**src/rtl/ex_muldiv_ctrl.sv**
```systemverilog
// ex_muldiv_ctrl: iterative shift-add multiply / restoring divide sequencer with EX stall request.
// Optional MULDIV_SIGNED_EN adds signed_i for two's-complement operands.
module ex_muldiv_ctrl #(
    parameter int DATA_W = 16
) (
    input  logic              clk,
    input  logic              rst,
    input  logic              start_i,
    input  logic              op_i,
    input  logic [DATA_W-1:0] a_i,
    input  logic [DATA_W-1:0] b_i,
`ifdef MULDIV_SIGNED_EN
    input  logic              signed_i,
`endif
    input  logic              flush_i,
    output logic              stall_o,
    output logic              done_o,
    output logic [DATA_W-1:0] lo_o,
    output logic [DATA_W-1:0] hi_o,
    output logic              div_zero_o
);
    localparam int CW = $clog2(DATA_W);
    localparam logic [1:0] IDLE = 2'd0;
    localparam logic [1:0] RUN  = 2'd1;
    localparam logic [1:0] DONE = 2'd2;

    logic [1:0]          state;
    logic [CW-1:0]       cnt;
    logic                is_div, dz, neg_q, neg_r;
    logic [DATA_W-1:0]   opnd, work_hi, work_lo;
    logic                sa, sb, accept, last, fits;
    logic [DATA_W-1:0]   mag_a, mag_b, nxt_hi, nxt_lo, fin_hi, fin_lo;
    logic [DATA_W:0]     sum, shl;
    logic [2*DATA_W-1:0] prod;

`ifdef MULDIV_SIGNED_EN
    assign sa = signed_i && a_i[DATA_W-1];
    assign sb = signed_i && b_i[DATA_W-1];
`else
    assign sa = 1'b0;
    assign sb = 1'b0;
`endif

    assign mag_a      = sa ? -a_i : a_i;
    assign mag_b      = sb ? -b_i : b_i;
    assign accept     = state == IDLE && start_i && !flush_i;
    assign last       = cnt == CW'(DATA_W - 1);
    assign stall_o    = accept || state == RUN;
    assign done_o     = state == DONE;
    assign div_zero_o = done_o && dz;

    // work_hi/work_lo hold accumulator/multiplier for multiply and remainder/dividend-quotient for divide
    always_comb begin
        sum    = {1'b0, work_hi} + (work_lo[0] ? {1'b0, opnd} : '0);
        shl    = {work_hi, work_lo[DATA_W-1]};
        fits   = shl >= {1'b0, opnd};
        nxt_hi = is_div ? (fits ? shl[DATA_W-1:0] - opnd : shl[DATA_W-1:0]) : sum[DATA_W:1];
        nxt_lo = is_div ? {work_lo[DATA_W-2:0], fits} : {sum[0], work_lo[DATA_W-1:1]};
        prod   = neg_q ? -{nxt_hi, nxt_lo} : {nxt_hi, nxt_lo};
        fin_lo = is_div ? (neg_q ? -nxt_lo : nxt_lo) : prod[DATA_W-1:0];
        fin_hi = is_div ? (neg_r ? -nxt_hi : nxt_hi) : prod[2*DATA_W-1:DATA_W];
    end

    always_ff @(posedge clk) begin
        if (rst) begin
            state   <= IDLE;
            cnt     <= '0;
            is_div  <= 1'b0;
            dz      <= 1'b0;
            neg_q   <= 1'b0;
            neg_r   <= 1'b0;
            opnd    <= '0;
            work_hi <= '0;
            work_lo <= '0;
            lo_o    <= '0;
            hi_o    <= '0;
        end else if (flush_i) begin
            state <= IDLE;
        end else if (accept) begin
            is_div  <= op_i;
            dz      <= op_i && b_i == '0;
            neg_q   <= sa ^ sb;
            neg_r   <= sa;
            opnd    <= op_i ? mag_b : mag_a;
            work_hi <= '0;
            work_lo <= op_i ? mag_a : mag_b;
            cnt     <= '0;
            if (op_i && b_i == '0) begin
                lo_o  <= '1;
                hi_o  <= a_i;
                state <= DONE;
            end else begin
                state <= RUN;
            end
        end else if (state == RUN) begin
            work_hi <= nxt_hi;
            work_lo <= nxt_lo;
            cnt     <= cnt + 1'b1;
            if (last) begin
                lo_o  <= fin_lo;
                hi_o  <= fin_hi;
                state <= DONE;
            end
        end else if (state != IDLE) begin
            state <= IDLE;
        end
    end
endmodule

```
**config.mk**
```make
export PLATFORM = sky130hd
export DESIGN_NAME = ex_muldiv_ctrl
export DESIGN_NICKNAME = d
export VERILOG_FILES = /design/src/rtl/ex_muldiv_ctrl.sv
export SDC_FILE = /design/constraint.sdc
export NUM_CORES = 1
export LEC_CHECK = 0
export CAP_MARGIN = 10
export CORE_MARGIN = 10
export CORE_UTILIZATION = 51
export DETAILED_ROUTE_END_ITERATION = 10
export PLACE_DENSITY = 0.77
export REMOVE_ABC_BUFFERS = 1
export SLEW_MARGIN = 15
export SYNTH_ARGS = -nofsm -noshare
export SYNTH_HDL_FRONTEND = slang
export SYNTH_SLANG_ARGS = --single-unit
```
**constraint.sdc**
```tcl
create_clock -name clk -period 2.9 [get_ports clk]
set_clock_uncertainty 0.05 [all_clocks]
set_input_delay 0.435 -clock clk [delete_from_list [all_inputs] [get_ports clk]]
set_output_delay 0.435 -clock clk [all_outputs]
set_load 0.01 [all_outputs]
```
==> metrics.txt <==
# TYPE chip_impl_metric gauge
chip_impl_metric{name="largest_net_degree_at_the_start_of_global_routing",unit=""} 45
chip_impl_metric{name="gp_routability_congestion",unit=""} 0.953
chip_impl_metric{name="final_area",unit="sq um"} 7650
chip_impl_metric{name="cellPowerDensity",unit="nW/um^2"} 412
chip_impl_info{name="post-synth-top-count-cell",value="dfxtp_1"} 1
chip_impl_info{name="kind_of_start_point_of_the_critical_path",value="primary input"} 1
chip_impl_metric{name="synth_top_cell_area_share",unit=""} 0.307
chip_impl_metric{name="vias",unit=""} 5929
chip_impl_metric{name="max_slew.worst_pin.slew",unit="ns"} 0.578
chip_impl_metric{name="wl_per_cell",unit="um"} 19.7
chip_impl_metric{name="detailedRoute.firstPassIterationCount",unit=""} 5
chip_impl_metric{name="netlist_instances",unit=""} 694
chip_impl_metric{name="worstPathMaxFanout",unit=""} 10
chip_impl_info{name="hold_wc_path_type",value="flop to flop"} 1
chip_impl_metric{name="portBuffers",unit=""} 71
chip_impl_metric{name="synth_enable_flop_cells",unit=""} 0
chip_impl_metric{name="hold_ws",unit="ns"} 0.416
chip_impl_metric{name="timing_hold_violations_final",unit=""} 0
chip_impl_metric{name="ys_warn_count",unit=""} 0
chip_impl_info{name="tritoncts_clock_tree",value="done"} 1
chip_impl_metric{name="via_count_of_the_first_global_routing_pass",unit=""} 5922
chip_impl_metric{name="min_period_over_period",unit=""} 0.977
chip_impl_metric{name="first_pass_grt_wire_length",unit="mm"} 30.2
chip_impl_metric{name="drc_errors",unit=""} 0
chip_impl_metric{name="fillCellCount",unit=""} 842
chip_impl_metric{name="final_cells",unit=""} 962
chip_impl_metric{name="cts_inserted_buffers",unit=""} 9
chip_impl_metric{name="slew-limit-headroom",unit=""} 0.614
chip_impl_metric{name="dpl.hpwl",unit="mm"} 13.8
chip_impl_metric{name="yosys_register_bits",unit=""} 88
chip_impl_metric{name="finish.utilization",unit=""} 0.699
chip_impl_metric{name="grt_util_all_layers",unit=""} 0.227
chip_impl_metric{name="leakagePower",unit="nW"} 3.07
chip_impl_metric{name="synth.yosys.seq_area_share",unit=""} 0.307
chip_impl_metric{name="chipHeight",unit="um"} 126
chip_impl_metric{name="synth_area_per_cell",unit="sq um"} 8.26
chip_impl_metric{name="drtIter0Drc",unit=""} 631
chip_impl_metric{name="netlist_area",unit="sq um"} 5730
chip_impl_metric{name="setup_slack",unit="ns"} 0.0672
chip_impl_metric{name="drive_gt1_frac",unit=""} 0.187
chip_impl_info{name="worst-setup-path-type",value="primary input to flop"} 1
chip_impl_metric{name="cp.required",unit="ns"} 3.11
chip_impl_metric{name="finalSetupViolCount",unit=""} 0
chip_impl_metric{name="clk_pin_slew_worst_paths",unit="ns"} 0.06
chip_impl_metric{name="drv_cap",unit=""} 0
chip_impl_metric{name="final_period_minus_worst_setup_slack",unit="ns"} 2.83
chip_impl_metric{name="numClockSinks",unit=""} 88
chip_impl_metric{name="cts_max_level",unit=""} 3
chip_impl_metric{name="critical_path_arrival",unit="ns"} 3.04
chip_impl_metric{name="fmaxAchievable",unit="MHz"} 353
chip_impl_info{name="synth_ff_type",value="dfxtp_1"} 1
chip_impl_metric{name="syn2layout_area_growth",unit="%"} 33.4
chip_impl_metric{name="antenna_violation_net_count_after_detailed_routing",unit=""} 0
chip_impl_metric{name="fp-row-count",unit=""} 38
chip_impl_metric{name="timing.setup.tns",unit="ns"} 0
chip_impl_metric{name="power.total",unit="mW"} 3.15
chip_impl_metric{name="i_o_pin_cnt",unit=""} 72
chip_impl_metric{name="layout.nets",unit=""} 890
chip_impl_info{name="synthDominantAreaCellType",value="dfxtp_1"} 1
chip_impl_metric{name="ys_types",unit=""} 61
chip_impl_info{name="cts_root_buffer",value="clkbuf_16"} 1
chip_impl_info{name="ys_top_cells_by_area",value="dfxtp_1 31%, ha_1 7.2%, a211oi_1 7.1%"} 1
chip_impl_metric{name="cts-root-to-sink-buffers",unit=""} 2
chip_impl_metric{name="async_reset_ff_frac",unit=""} 0
chip_impl_metric{name="die_width",unit="um"} 126
chip_impl_metric{name="gr-total-overflow",unit=""} 0
chip_impl_info{name="critPathCaptureType",value="flop"} 1
chip_impl_metric{name="post_drt_via_cell_ratio",unit=""} 6.16
chip_impl_info{name="path_common_cell",value="buf_12"} 1
chip_impl_info{name="cpLargestDelayFamily",value="simple AND/OR/NAND/NOR gates"} 1
chip_impl_metric{name="insertedDiodeCount",unit=""} 0
chip_impl_metric{name="critical_path.n_buffers_inverters",unit=""} 3
chip_impl_info{name="cp_slowest_cell",value="or4_1"} 1
chip_impl_metric{name="ir_drop",unit="uV"} 317
chip_impl_metric{name="cp_slowest_stage_delay",unit="ns"} 0.55
chip_impl_metric{name="placeableCoreArea",unit="sq um"} 10900
chip_impl_metric{name="floorplan.initialDensity",unit=""} 0.524
chip_impl_metric{name="place_worst_setup_slack",unit="ns"} -0.395
chip_impl_metric{name="timing_max_transition_violations_final",unit=""} 0
chip_impl_info{name="status",value="complete, no violations"} 1
chip_impl_info{name="netlist_top_cells_count",value="88 x dfxtp_1, 62 x nor2_1, 55 x nand2_1"} 1
chip_impl_metric{name="cts.hold.buffers_added",unit=""} 0
chip_impl_metric{name="design.die.area",unit="sq um"} 15900
chip_impl_metric{name="place_inst",unit=""} 941
chip_impl_info{name="path_cells",value="clkdlybuf4s50_1, or4b_1, or4_1, or2_4, a21oi_4, buf_12, buf_12, nor2_1, a311oi_2"} 1
chip_impl_metric{name="clkLatencyLatePin",unit="ns"} 0.35
chip_impl_metric{name="antenna_violations_before_repair",unit=""} 0
chip_impl_metric{name="routed_wl",unit="mm"} 19.0
chip_impl_metric{name="placedInstanceArea",unit="sq um"} 7090
-- final timing paths --
path / from / end / slack, ns / cells after the start
setup / recovery: b_i[7] / hi_o[6] / 0.07 / 9
hold / removal: dz / dz / 0.42 / 2
setup reg to reg: work_lo[0] / hi_o[5] / 0.08 / 12
hold reg to reg: dz / dz / 0.42 / 2
-- timing repair --
action	CTS	global route
pin swaps	2	16
cloned	0	1
gates resized for setup	12	35
setup buffers	3	3
setup endpoints to repair	19	36
-- worst min-delay path: cells and delay by family (launching register included) --
| family | cells | cell delay, ns |
|---|---|---|
| simple gates | 1 | 0.05 |
| flops | 1 | 0.31 |
| compound gates | 1 | 0.06 |
-- placed cells by master (no fill, tap or decap), types with 4 or more instances in the layout --
| cell | instances |
|---|---|
| xnor2_1 | 11 |
| nor2_1 | 60 |
| buf_12 | 4 |
| mux2i_1 | 39 |
| o21ai_1 | 9 |
| xor2_1 | 15 |
| and2_1 | 34 |
| a22o_1 | 21 |
| a31oi_1 | 5 |
| nor3_1 | 11 |
| a311oi_1 | 4 |
| nand4_1 | 5 |
| clkbuf_16 | 10 |
| a211oi_2 | 9 |
| nor2b_1 | 4 |
| nand3_1 | 10 |
| dfxtp_1 | 85 |
| o211ai_1 | 9 |
| o21ai_0 | 27 |
| a21o_1 | 8 |
| nand2b_1 | 4 |
| ha_1 | 30 |
| a211oi_1 | 47 |
| inv_1 | 23 |
| buf_4 | 81 |
| clkdlybuf4s50_1 | 69 |
| nand2_1 | 55 |
| a21oi_1 | 44 |
-- power by group --
part | leakage [nW] | internal, mW | switching [mW]
sequential | 0.714 | 1.23 | 0.0253
combinational | 2.20 | 0.279 | 0.344
clock | 0.155 | 0.773 | 0.493
total | 3.07 | 2.29 | 0.862
-- routing by layer --
| layer | track usage | routed length [um] |
|---|---|---|
| met4 | 0.102 | 565 |
| met3 | 0.0503 | 1410 |
| met5 | 0 | 0 |
| met2 | 0.358 | 8830 |
| met1 | 0.290 | 8200 |
-- area by class of cell --
class	count	area (sq um)	share of cell area
multi-input combinational	537	3880	0.507
sequential	88	1770	0.231
timing repair buffer	157	1410	0.185
clock buffer	10	239	0.0312
tap	140	175	0.0229
inverter	25	93.8	0.0123
clock inverter	5	81.3	0.0106
-- logic make-up (layout without fill, tap and decap cells) --
logic type               Yosys count  in the layout  synth area share
AND/OR/NAND/NOR                  206            206             0.172
multiplexers                      42             42            0.0738
XOR/XNOR                          26             26            0.0397
flip-flops                        88             88             0.307
buffers and inverters             69            197            0.0489
adder cells (fa/ha/maj)           35             35            0.0790
AO/OA/AOI/OAI                    228            228             0.279
-- sequential cells by signal (all words and copies together) (netlist names) --
register  flops
state         2
cnt           4
work_hi      16
lo_o         16
work_lo      16
is_div        1
hi_o         16
opnd         16
dz            1
No activity file was read; power rests on OpenSTA's default activity.
